## config.mk

```make
export PLATFORM = sky130hd
export DESIGN_NAME = id_ex_pipe_reg
export DESIGN_NICKNAME = d
export VERILOG_FILES = /design/src/rtl/id_ex_pipe_reg_pkg.sv /design/src/rtl/id_ex_pipe_reg_opcode_legal.sv /design/src/rtl/id_ex_pipe_reg.sv
export SDC_FILE = /design/constraint.sdc
export NUM_CORES = 1
export LEC_CHECK = 0
export BUFFER_PORTS_ARGS = -buffer_cell sky130_fd_sc_hd__buf_2
export CORE_AREA = 2 2 160 162
export CTS_BUF_LIST = sky130_fd_sc_hd__clkbuf_8
export CTS_CLUSTER_DIAMETER = 100
export DETAILED_ROUTE_END_ITERATION = 10
export DIE_AREA = 0 0 162 164
export PLACE_DENSITY = 0.71
export SYNTH_ARGS = -nofsm -noshare
export SYNTH_HDL_FRONTEND = slang
export SYNTH_SLANG_ARGS = --single-unit
```

## constraint.sdc

```tcl
create_clock -name clk -period 9.66 [get_ports clk]
set_input_delay 1.932 -clock clk [delete_from_list [all_inputs] [get_ports clk]]
set_output_delay 1.932 -clock clk [all_outputs]
set_load 0.01 [all_outputs]
```

## src/rtl/id_ex_pipe_reg_pkg.sv

```systemverilog
// Shared RV32I decode constants: base opcodes and ResultSrc encodings used by the
// decoder and the ID/EX register.
package id_ex_pipe_reg_pkg;

   localparam int unsigned OP_W = 7;

   localparam logic [OP_W-1:0] OP_LOAD   = 7'b0000011;
   localparam logic [OP_W-1:0] OP_STORE  = 7'b0100011;
   localparam logic [OP_W-1:0] OP_RTYPE  = 7'b0110011;
   localparam logic [OP_W-1:0] OP_BRANCH = 7'b1100011;
   localparam logic [OP_W-1:0] OP_ITYPE  = 7'b0010011;
   localparam logic [OP_W-1:0] OP_JAL    = 7'b1101111;
   localparam logic [OP_W-1:0] OP_LUI    = 7'b0110111;
   localparam logic [OP_W-1:0] OP_AUIPC  = 7'b0010111;
   localparam logic [OP_W-1:0] OP_JALR   = 7'b1100111;

   localparam int unsigned RESULT_SRC_W = 2;

   localparam logic [RESULT_SRC_W-1:0] RESULT_ALU = 2'b00;
   localparam logic [RESULT_SRC_W-1:0] RESULT_MEM = 2'b01;
   localparam logic [RESULT_SRC_W-1:0] RESULT_PC4 = 2'b10;
   localparam logic [RESULT_SRC_W-1:0] RESULT_IMM = 2'b11;

endpackage

```

## src/rtl/id_ex_pipe_reg_opcode_legal.sv

```systemverilog
// Opcode classifier: flags legal RV32I base opcodes and the classes whose controls
// the ID/EX register re-derives instead of trusting the decoder.
module id_ex_pipe_reg_opcode_legal
   import id_ex_pipe_reg_pkg::*;
(
   input  logic [OP_W-1:0] op_i,
   output logic            legal_c,
   output logic            is_store_c,
   output logic            is_branch_c,
   output logic            is_jal_c,
   output logic            is_jalr_c,
   output logic            is_utype_c
);

   always_comb begin
      legal_c     = 1'b0;
      is_store_c  = 1'b0;
      is_branch_c = 1'b0;
      is_jal_c    = 1'b0;
      is_jalr_c   = 1'b0;
      is_utype_c  = 1'b0;
      // Unknown or X opcodes fall to default and read as illegal.
      case (op_i)
         OP_LOAD, OP_RTYPE, OP_ITYPE: legal_c = 1'b1;
         OP_STORE:  begin legal_c = 1'b1; is_store_c  = 1'b1; end
         OP_BRANCH: begin legal_c = 1'b1; is_branch_c = 1'b1; end
         OP_JAL:    begin legal_c = 1'b1; is_jal_c    = 1'b1; end
         OP_JALR:   begin legal_c = 1'b1; is_jalr_c   = 1'b1; end
         OP_LUI, OP_AUIPC: begin legal_c = 1'b1; is_utype_c = 1'b1; end
         default: ;
      endcase
   end

endmodule

```

## src/rtl/id_ex_pipe_reg.sv

```systemverilog
// ID/EX pipeline register with stall, flush, illegal-opcode squash, control
// sanitisation and a saturating bubble counter.
module id_ex_pipe_reg
   import id_ex_pipe_reg_pkg::*;
#(
   parameter int unsigned XLEN     = 32,
   parameter int unsigned ALUCTL_W = 4,
   parameter int unsigned CNT_W    = 16
) (
   input  logic                    clk,
   input  logic                    reset,
   input  logic                    StallE,
   input  logic                    FlushE,
   input  logic                    ValidD,
   input  logic [OP_W-1:0]         OpD,
   input  logic                    RegWriteD,
   input  logic [RESULT_SRC_W-1:0] ResultSrcD,
   input  logic                    MemWriteD,
   input  logic                    JumpD,
   input  logic                    BranchD,
   input  logic                    ALUSrcD,
   input  logic                    JalrD,
   input  logic [ALUCTL_W-1:0]     ALUControlD,
   input  logic [2:0]              Funct3D,
   input  logic [XLEN-1:0]         RD1D,
   input  logic [XLEN-1:0]         RD2D,
   input  logic [XLEN-1:0]         ImmExtD,
   input  logic [XLEN-1:0]         PCD,
   input  logic [XLEN-1:0]         PCPlus4D,
   input  logic [4:0]              Rs1D,
   input  logic [4:0]              Rs2D,
   input  logic [4:0]              RdD,
   output logic                    RegWriteE,
   output logic [RESULT_SRC_W-1:0] ResultSrcE,
   output logic                    MemWriteE,
   output logic                    JumpE,
   output logic                    BranchE,
   output logic                    ALUSrcE,
   output logic                    JalrE,
   output logic [ALUCTL_W-1:0]     ALUControlE,
   output logic [2:0]              Funct3E,
   output logic [XLEN-1:0]         RD1E,
   output logic [XLEN-1:0]         RD2E,
   output logic [XLEN-1:0]         ImmExtE,
   output logic [XLEN-1:0]         PCE,
   output logic [XLEN-1:0]         PCPlus4E,
   output logic [4:0]              Rs1E,
   output logic [4:0]              Rs2E,
   output logic [4:0]              RdE,
   output logic                    ValidE,
   output logic                    IllegalE,
   output logic [CNT_W-1:0]        BubbleCnt
);

   logic legal, is_store, is_branch, is_jal, is_jalr, is_utype;

   id_ex_pipe_reg_opcode_legal u_opcode_legal (
      .op_i        (OpD),
      .legal_c     (legal),
      .is_store_c  (is_store),
      .is_branch_c (is_branch),
      .is_jal_c    (is_jal),
      .is_jalr_c   (is_jalr),
      .is_utype_c  (is_utype)
   );

   // Decoder store/jump/branch flags are re-derived from the opcode, never trusted.
   logic unused_dec_ctl;
   assign unused_dec_ctl = ^{MemWriteD, JumpD, BranchD, JalrD};

   logic                    reg_write_q, reg_write_d;
   logic [RESULT_SRC_W-1:0] result_src_q, result_src_d;
   logic                    mem_write_q, mem_write_d;
   logic                    jump_q, jump_d;
   logic                    branch_q, branch_d;
   logic                    alu_src_q, alu_src_d;
   logic                    jalr_q, jalr_d;
   logic [ALUCTL_W-1:0]     alu_ctl_q, alu_ctl_d;
   logic [2:0]              funct3_q, funct3_d;
   logic [XLEN-1:0]         rd1_q, rd1_d, rd2_q, rd2_d, imm_q, imm_d;
   logic [XLEN-1:0]         pc_q, pc_d, pc4_q, pc4_d;
   logic [4:0]              rs1_q, rs1_d, rs2_q, rs2_d, rd_q, rd_d;
   logic                    valid_q, valid_d;
   logic                    illegal_q, illegal_d;
   logic [CNT_W-1:0]        cnt_q, cnt_d;

   always_comb begin
      reg_write_d  = reg_write_q;
      result_src_d = result_src_q;
      mem_write_d  = mem_write_q;
      jump_d       = jump_q;
      branch_d     = branch_q;
      alu_src_d    = alu_src_q;
      jalr_d       = jalr_q;
      alu_ctl_d    = alu_ctl_q;
      funct3_d     = funct3_q;
      rd1_d        = rd1_q;
      rd2_d        = rd2_q;
      imm_d        = imm_q;
      pc_d         = pc_q;
      pc4_d        = pc4_q;
      rs1_d        = rs1_q;
      rs2_d        = rs2_q;
      rd_d         = rd_q;
      valid_d      = valid_q;
      illegal_d    = illegal_q;
      cnt_d        = cnt_q;
      // Any non-stalled edge starts from an all-zero bubble, then fills in what applies.
      if (FlushE || !StallE) begin
         reg_write_d  = 1'b0;
         result_src_d = '0;
         mem_write_d  = 1'b0;
         jump_d       = 1'b0;
         branch_d     = 1'b0;
         alu_src_d    = 1'b0;
         jalr_d       = 1'b0;
         alu_ctl_d    = '0;
         funct3_d     = '0;
         rd1_d        = '0;
         rd2_d        = '0;
         imm_d        = '0;
         pc_d         = '0;
         pc4_d        = '0;
         rs1_d        = '0;
         rs2_d        = '0;
         rd_d         = '0;
         valid_d      = 1'b0;
         illegal_d    = 1'b0;
         if (FlushE || !ValidD || !legal) begin
            cnt_d = (&cnt_q) ? cnt_q : cnt_q + CNT_W'(1);
         end
         if (!FlushE && ValidD && !legal) begin
            illegal_d = 1'b1;
            pc_d      = PCD;
         end else if (!FlushE && ValidD && legal) begin
            reg_write_d  = RegWriteD & (RdD != 5'd0);
            result_src_d = ResultSrcD;
            mem_write_d  = is_store;
            jump_d       = is_jal | is_jalr;
            branch_d     = is_branch;
            alu_src_d    = ALUSrcD & ~is_utype;
            jalr_d       = is_jalr;
            alu_ctl_d    = ALUControlD;
            funct3_d     = Funct3D;
            rd1_d        = RD1D;
            rd2_d        = RD2D;
            imm_d        = ImmExtD;
            pc_d         = PCD;
            pc4_d        = PCPlus4D;
            rs1_d        = Rs1D;
            rs2_d        = Rs2D;
            rd_d         = RdD;
            valid_d      = 1'b1;
         end
      end
   end

   always_ff @(posedge clk or posedge reset) begin
      if (reset) begin
         reg_write_q  <= 1'b0;
         result_src_q <= '0;
         mem_write_q  <= 1'b0;
         jump_q       <= 1'b0;
         branch_q     <= 1'b0;
         alu_src_q    <= 1'b0;
         jalr_q       <= 1'b0;
         alu_ctl_q    <= '0;
         funct3_q     <= '0;
         rd1_q        <= '0;
         rd2_q        <= '0;
         imm_q        <= '0;
         pc_q         <= '0;
         pc4_q        <= '0;
         rs1_q        <= '0;
         rs2_q        <= '0;
         rd_q         <= '0;
         valid_q      <= 1'b0;
         illegal_q    <= 1'b0;
         cnt_q        <= '0;
      end else begin
         reg_write_q  <= reg_write_d;
         result_src_q <= result_src_d;
         mem_write_q  <= mem_write_d;
         jump_q       <= jump_d;
         branch_q     <= branch_d;
         alu_src_q    <= alu_src_d;
         jalr_q       <= jalr_d;
         alu_ctl_q    <= alu_ctl_d;
         funct3_q     <= funct3_d;
         rd1_q        <= rd1_d;
         rd2_q        <= rd2_d;
         imm_q        <= imm_d;
         pc_q         <= pc_d;
         pc4_q        <= pc4_d;
         rs1_q        <= rs1_d;
         rs2_q        <= rs2_d;
         rd_q         <= rd_d;
         valid_q      <= valid_d;
         illegal_q    <= illegal_d;
         cnt_q        <= cnt_d;
      end
   end

   assign RegWriteE   = reg_write_q;
   assign ResultSrcE  = result_src_q;
   assign MemWriteE   = mem_write_q;
   assign JumpE       = jump_q;
   assign BranchE     = branch_q;
   assign ALUSrcE     = alu_src_q;
   assign JalrE       = jalr_q;
   assign ALUControlE = alu_ctl_q;
   assign Funct3E     = funct3_q;
   assign RD1E        = rd1_q;
   assign RD2E        = rd2_q;
   assign ImmExtE     = imm_q;
   assign PCE         = pc_q;
   assign PCPlus4E    = pc4_q;
   assign Rs1E        = rs1_q;
   assign Rs2E        = rs2_q;
   assign RdE         = rd_q;
   assign ValidE      = valid_q;
   assign IllegalE    = illegal_q;
   assign BubbleCnt   = cnt_q;

endmodule
```

### Word level (Yosys, flattened, before mapping)

Cells that the tools add are included.

* ROM bits: 0
* memories: 0
* register bits: 208
* bits in latches: 0
* logic and storage cells: 93
* memory bits (writable): 0
* output and inout bits: 208
* input port bits: 202

* bitwise logic cells: 5
* mux-type cells: 43
* reductions and logical operators: 15
* div/mod/pow operators: 0
* order comparisons: 0
* shift operators: 0
* eq/ne operators: 9
* add/subtract/negate cells: 1
* multipliers: 0

Operators with widths (count)
* 32-bit 2-to-1 mux: 10
* 5-bit 2-to-1 mux: 6
* 7-bit by 6-bit == test with 1-bit output, second input constant: 3
* 7-bit == test, second input constant: 3
* 1-bit 2-to-1 mux: 21
* 16-bit by 1-bit adder with 16-bit output, second input constant: 1
* 16-bit AND reduction: 1
* 7-bit by 5-bit == test with 1-bit output, second input constant: 2
* 9-bit OR reduction: 1
* 4-bit 2-to-1 mux: 2
* 7-bit by 2-bit == test with 1-bit output, second input constant: 1
* 3-bit 2-to-1 mux: 2
* 5-bit nonzero test: 1
* 1-bit zero test: 4
* 2-bit 2-to-1 mux: 2
* 1-bit logical AND: 3
* 1-bit logical OR: 3
* 3-bit AND reduction: 1
* 1-bit bitwise AND: 2
* 1-bit NOT: 2
* 2-bit OR reduction: 1
* 1-bit OR: 1

### Depth between registers and ports, before layout

Gate-level depths: netlist of run 1.

* word-level depth: 7
* mapped depth: 7
* depth with buffers taken out: 6

### Hierarchy

Synthesis of run 1 repeated with hierarchy kept, for this count alone.

* cell total of the unflattened synthesis: 524
* area, all modules: 7633.6 um2

By module, submodules not included
* id_ex_pipe_reg: cells an instance 508, area each 7526.0 um2, seq. area each 5205.0 um2, times used 1
* id_ex_pipe_reg_opcode_legal: cells an instance 16, area each 107.6 um2, seq. area each 0.0 um2, times used 1

### Least setup slack after synthesis of run 1

No wires, ideal clock.

* path type: input to register
* start: in OpD[4]
* end: reg cnt_q[5] (netlist: BubbleCnt[5])
* cell stages on the path: 5
* setup slack: 6561 ps
* data required time: 9528 ps
* library setup time: 132 ps
* path buffers: 1
* arrival: 2967 ps
* path through: nand4b_1 -> o31ai_4 -> buf_6 -> nor3_1 -> xor2_1

* word-level cells in the longest chain between the ends: 6
* elaborated cells between the ends (all ways): 14
* classes of those cells: 9 x eq/ne; 1 x mux; 4 x reduce/logical

Ends and longest elaborated chain
* from (decl): line id_ex_pipe_reg.sv:15 `input logic [OP_W-1:0] OpD,`
* 7-bit by 2-bit == test with 1-bit output (tied with other cells): line id_ex_pipe_reg_opcode_legal.sv:23 `case (op_i)`
* 9-bit OR reduction (no source line) (*)
* 1-bit 2-to-1 mux (*): line id_ex_pipe_reg_opcode_legal.sv:23
* 1-bit zero test (*): line id_ex_pipe_reg.sv:129 `if (FlushE || !ValidD || !legal) begin`
* 1-bit logical OR (*): line id_ex_pipe_reg.sv:129
* 3-bit AND reduction (no source line) (*)
* to (signal assigned): line id_ex_pipe_reg.sv:200 `cnt_q <= cnt_d;`
* to (decl): line id_ex_pipe_reg.sv:85 `logic [CNT_W-1:0] cnt_q, cnt_d;`

Mark *: on every way between the ends. The rest lies on a longest branch, timed or not.
A chain may end at the register's enable or synchronous reset.

### Worst setup path after layout of run 1

* start: in StallE
* end: reg pc_q[6] (netlist: PCE[6])

* word-level cells in the longest chain between the ends: 2

Ends and longest elaborated chain
* from (decl): line id_ex_pipe_reg.sv:12 `input logic StallE,`
* 1-bit zero test: line id_ex_pipe_reg.sv:109 `if (FlushE || !StallE) begin`
* 1-bit logical OR: line id_ex_pipe_reg.sv:109
* to (signal assigned): line id_ex_pipe_reg.sv:193 `pc_q <= pc_d;`
* to (decl): line id_ex_pipe_reg.sv:81 `logic [XLEN-1:0] pc_q, pc_d, pc4_q, pc4_d;`

Every way passes these cells.

==> results by group, run 1 <==
Run status
  – Status: finished, final reports clean

Clock network
  – CTS tree: yes
  – Post-CTS sizing: 0
  – Root buffer cell: clkbuf_8
  – Clock Latency Late Sink: 0.49 ns
  – Clock buffer depth: 3
  – Hold_buf cts: 0
  – H-tree depth: 2
  – Total CTS buffers: 35
  – Clk slew on worst S/H paths: 0.06 ns
  – CTS Sinks: 208
  – Postcts setup bufs: 0

Die
  – Die footprint: 26600 um^2
  – Starting density of the core: 31.0%
  – Core area: 24800 um^2
  – Die H: 164 um
  – IO Pins: 410
  – Core Rows: 58
  – Die Wd: 162 um

Critical path
  – Worst R2R Start: BubbleCnt[0]
  – Crit path arrival time: 4.37 ns
  – Max Fanout on Critical Path: 108
  – Worst setup EP type: register
  – CP Data Required Time: 10.08 ns
  – Reg-to-reg slack, setup: 7.66 ns
  – CP startpoint kind: input pin
  – Path type of the worst setup path: input pin to register
  – FF-to-FF path depth: 6
  – R2r endpoint: BubbleCnt[1]

Yosys
  – Synth cell types: 41
  – Yosys warning count: 0
  – Register area share after synthesis: 67.5%
  – Dominant cell by count in the synthesized netlist: dfrtp_1
  – FF+latch count, synth: 208
  – Synth Flop Type: dfrtp_1
  – Post-synth top area cell: dfrtp_1
  – Top cells by count, synth: 208 x dfrtp_1, 185 x a22o_1, 20 x clkbuf_1
  – Synthesized instance count: 519
  – XOR/XNOR Fraction of Synth Area: 1.59%
  – Synth async-reset ratio: 100%
  – Top post-synthesis cells by area: dfrtp_1 68%, a22o_1 21%, buf_4 1.7%, xor2_1 1.5%, clkbuf_1 0.97%
  – Mux cell area share after synthesis: 0.276%
  – Syn Nets: 722
  – Syn avg cell area: 14.8 um^2
  – Post-synth EDFFs: 0
  – Simple-gate share of the synthesized area: 4.58%
  – Synth Cell Area: 7710 um^2
  – Synth top area share: 67.5%
  – Synth Area in Adders: 0.162%
  – Synth Area in Compound Gates: 22.6%
  – Largest family of logic cells by synthesized area: compound AO/OA/AOI/OAI gates

STA
  – Endpoints failing setup: 0
  – Worst Max-Slew Pin Slew: 1.17 ns
  – Period minus WS final: 3.95 ns
  – Setup_tns: 0 ns
  – Highest Clock Rate: 0.253 GHz
  – Final period util: 40.9%
  – Max Slew Vio Count: 0
  – RSZ-0062 raised after global routing: no
  – Final Hold Viols: 0
  – Slew HR: 21.9%
  – Clock skew: 0.0103 ns

Global route
  – Vias in the first global route: 5975
  – Overflow after GRT: 0
  – Pin count of the biggest net entering global routing: 109
  – Global-route wire length before repair: 33200 um
  – Antenna violations before repair: 2
  – Overall routing resource usage: 15.9%

Worst hold path
  – Class of the worst hold path: register to register
  – Hold Path Origin: ValidE
  – Min-Delay Endpoint: ValidE
  – Worst Hold Depth: 1

Drt
  – Initial DRT Pass Iterations: 4
  – Drt initial violations: 365
  – Detailed Route WL: 22400 um
  – Post-route ant nets: 0
  – Via density: 4.78
  – Detailed-route via count: 6111
  – DRC: 0
  – Routed len/inst: 17.5 um

Placement
  – Placed Cells: 1220
  – Detailed Place HPWL: 15800 um
  – Gpl congestion: 0.766
  – Number of port buffers: 405

Power
  – Power per cell area: 180 nW/um^2
  – Max IR drop VDD: 0.0919 mV
  – Total Power: 1930 uW
  – Static Leak: 0.00599 uW

Layout
  – Final net count: 1130
  – Final cell count without fillers: 1279
  – Number of diodes: 0
  – Share of layout cells above drive strength 1: 50.6%
  – # fillers: 2319
  – Area grow syn2layout: 38.7%

Run
  – Max-cap violations: 0
## placed cells by master (no fill, tap or decap), drive strengths merged, types with 2 or more instances in the layout
master / instances
and4: 2
buf: 413
nand4: 5
inv: 11
nor2: 5
nand2: 11
clkinv: 5
o21ai: 2
dfrtp: 208
nand3: 7
a22o: 185
nor3: 10
clkbuf: 46
a21oi: 2
nor4: 2
xor2: 13
nor4b: 2
a32o: 3
## critical path, stage by stage
cell and delay [ns]:
buf_2 0.15, nor2b_4 0.15, buf_4 0.69, buf_4 0.96, a22o_1 0.29
## how the worst max path moves through the flow
stage	depth (start not counted)	end	slack, ns	startpoint
floorplan	1	ALUControlE[0]	2.05	reset
global placement	7	RegWriteE	5.25	OpD[3]
detailed placement	7	ALUSrcE	5.22	OpD[3]
CTS	7	ALUSrcE	5.77	OpD[3]
global route	7	ALUSrcE	5.56	OpD[3]
finish	5	PCE[6]	5.71	StallE
## cells by family (layout without fill, tap and decap cells)
family | Yosys count | in the layout
DFF | 208 | 208
AOI/OAI and AO/OA | 197 | 197
and+or+nand+nor | 51 | 51
buffers and inverters | 46 | 476
xor gates and xnor gates | 14 | 14
muxes | 2 | 2
adders and majority gates | 1 | 1
## metrics by stage
step	util (%)	setup slack (ns)	cell area (um^2)	hold WS (ns)
6_report	43.1	5.71	10700	0.468
5_1_grt	43.1	5.56	10700	0.492
4_1_cts	43.1	5.77	10700	0.474
3_5_place_dp	40.3	5.22	10000	0.461
3_3_place_gp	40.3	5.25	10000	0.457
2_1_floorplan	-	2.05	7710	0.515
## per-layer routing
metal | part of all wire, % | routed length, um | up-vias | global-route usage, %
met5 | 0.071 | 16 | - | 0
met3 | 8.7 | 1950 | 44 | 5.00
met2 | 50 | 11100 | 294 | 27.5
met1 | 39 | 8770 | 2949 | 18.8
li1 | - | - | 2822 | -
met4 | 2.3 | 514 | 2 | 5.15
## flip-flops by register name, indices dropped and copies added (netlist names), 2 cells and up
signal,count
RD1E,32
Funct3E,3
PCE,32
Rs1E,5
ImmExtE,32
ResultSrcE,2
Rs2E,5
RD2E,32
PCPlus4E,32
BubbleCnt,16
ALUControlE,4
RdE,5
## power breakdown
part	internal, uW	switching [uW]	total, uW
Clock	426	344	770
Sequential	907	43.6	951
Combinational	89.4	116	205
## area by class of cell
class / instances / area, um^2 / area share (%)
Clock buffer: 46 / 633 / 5.92
Timing Repair Buffer: 413 / 2090 / 19.5
Tap cell: 330 / 413 / 3.86
Inverter: 4 / 22.5 / 0.211
Multi-Input combinational cell: 265 / 2270 / 21.2
Sequential cell: 208 / 5200 / 48.7
Clock inverter: 13 / 62.6 / 0.585
Power figures use the tool's default switching activity.
==> inputs of run 2 (changes only) <==
--- a/config.mk
+++ b/config.mk
@@ -11,7 +11,7 @@
 export CTS_CLUSTER_DIAMETER = 100
 export DETAILED_ROUTE_END_ITERATION = 10
 export DIE_AREA = 0 0 162 164
-export PLACE_DENSITY = 0.71
+export PLACE_DENSITY = 0.73
 export SYNTH_ARGS = -nofsm -noshare
 export SYNTH_HDL_FRONTEND = slang
 export SYNTH_SLANG_ARGS = --single-unit
==> constraint.sdc (replaced) <==
create_clock -name clk -period 3.4 [get_ports clk]
set_input_delay 0.68 -clock clk [delete_from_list [all_inputs] [get_ports clk]]
set_output_delay 0.68 -clock clk [all_outputs]
set_load 0.01 [all_outputs]
==> run 2 against run 1 <==
Effect of this change:
- critical endpoint is now RD1E[13]
- critical path type unchanged
- die area stayed put
- register-to-register slack worse by 6.2 ns
- worst setup slack got worse by 4.4 ns
==> results by group, run 2 (synthesis results as in run 1) <==
STA
  – Hold WS: 0.343 ns
  – Setup_tns: 0 ns
  – Period minus WS final: 2.10 ns
  – Clock skew: 0.00808 ns
  – Final period util: 61.6%
  – Endpoints failing setup: 0
  – Highest Clock Rate: 0.477 GHz
  – Max Slew Vio Count: 0
  – Worst Max-Slew Pin Slew: 1.07 ns
  – Slew HR: 28.6%
  – RSZ-0062 raised after global routing: no
  – Final Hold Viols: 0

Placement
  – Detailed Place HPWL: 15600 um
  – Gpl congestion: 0.777
  – Number of port buffers: 405

Power
  – Switching pwr: 1450 uW
  – Static Leak: 0.00606 uW
  – Clock power frac: 41.3%
  – Switching Share: 25.9%
  – Power per cell area: 518 nW/um^2
  – Sequential power share: 48.2%
  – Max IR drop VDD: 0.333 mV
  – Combinational group share of total power: 10.5%
  – Int Pwr: 4160 uW

Clock network
  – Postcts setup bufs: 0
  – Total CTS buffers: 36
  – CTS tree: yes
  – Root buffer cell: clkbuf_8
  – CTS Sinks: 208
  – Clock buffer depth: 3
  – Hold_buf cts: 0
  – Clk slew on worst S/H paths: 0.06 ns
  – Post-CTS sizing: 0
  – H-tree depth: 2
  – Clock Latency Late Sink: 0.52 ns

Die
  – Starting density of the core: 31.0%
  – Core area: 24800 um^2
  – IO Pins: 410
  – Die Wd: 162 um
  – Die H: 164 um
  – Core Rows: 58
  – Die footprint: 26600 um^2

Critical path
  – FF-to-FF path depth: 6
  – R2r endpoint: BubbleCnt[1]
  – Worst setup EP type: register
  – Reg-to-reg slack, setup: 1.44 ns
  – CP Data Required Time: 3.84 ns
  – Crit path arrival time: 2.54 ns
  – Path type of the worst setup path: input pin to register
  – Worst R2R Start: BubbleCnt[0]
  – CP startpoint kind: input pin
  – Max Fanout on Critical Path: 46

Global route
  – Global-route wire length before repair: 33400 um
  – Overflow after GRT: 0
  – Pin count of the biggest net entering global routing: 193
  – Vias in the first global route: 6073
  – Antenna violations before repair: 1
  – Overall routing resource usage: 16.0%

Layout
  – Commonest cells after routing, fill and taps aside: 405 x buf_2, 208 x dfrtp_1, 185 x a22o_1, 44 x clkbuf_8
  – Final net count: 1136
  – Fin util: 43.7%
  – Commonest non-fill, non-tap cell in the layout: buf_2
  – Sequential Area: 5200 um^2
  – Number of diodes: 0
  – Share of layout cells above drive strength 1: 50.7%
  – # fillers: 2385
  – Multi-input gate area: 2270 um^2
  – Area grow syn2layout: 40.6%

Drt
  – Drt initial violations: 323
  – Post-route ant nets: 0
  – DRC: 0
  – Initial DRT Pass Iterations: 6
  – Detailed Route WL: 22200 um
  – Routed len/inst: 17.3 um
  – Detailed-route via count: 6123
  – Via density: 4.75

Worst hold path
  – Class of the worst hold path: input pin to async pin

Run
  – Max-cap violations: 0

Run status
  – Status: finished, final reports clean
-- run 2: critical path: stages --
cell	delay, ns
buf_2	0.16
nor4bb_4	0.34
a2bb2oi_1	0.18
nor3_4	0.65
buf_12	0.30
a22o_1	0.18
-- run 2: worst max path at each step --
stage / endpoint / start / slack, ns / cells past startpoint
after floorplan: ALUControlE[0] / reset / 0.02 / 1
after global placement: RD1E[9] / OpD[6] / 0.73 / 6
after detailed placement: RD1E[13] / OpD[6] / 0.74 / 6
after CTS: Funct3E[0] / OpD[6] / 1.27 / 6
after global routing: RD2E[18] / OpD[6] / 1.19 / 6
final: RD1E[13] / OpD[6] / 1.30 / 6
-- run 2: cell type report --
type	instances	share of cell area (%)
tap	330	3.81
timing repair buffer	418	20.2
inverter	4	0.173
clock buffer	44	5.59
clock inverter	19	1.27
sequential	208	48.0
multi-input combinational	265	20.9
-- run 2: metrics by stage --
stage               total power [uW]  worst slack [ns]  std cells  cell area [um^2]
global route                    5900              1.19       1288             10800
floorplan                       3030            0.0198        519              7710
finish                          5610              1.30       1288             10800
global placement                3330             0.728       1225             10100
CTS                             5690              1.27       1288             10800
detailed placement              3340             0.743       1225             10100
-- run 2: power by group through the flow --
stage               logic [uW]  registers (uW)  clock network [uW]
floorplan                  255            2770                   0
global placement           588            2740                   0
detailed placement         600            2740                   0
CTS                        602            2700                2390
global route               657            2720                2530
finish                     589            2700                2320
-- run 2: routing by layer --
layer  routed length [um]  up-vias  global-route usage (%)
met1                 8550     2953                    18.6
met5                   13        -                       0
met3                 2120       35                    5.51
met2                11100      304                    28.1
li1                     -     2829                       -
met4                  403        2                    4.71
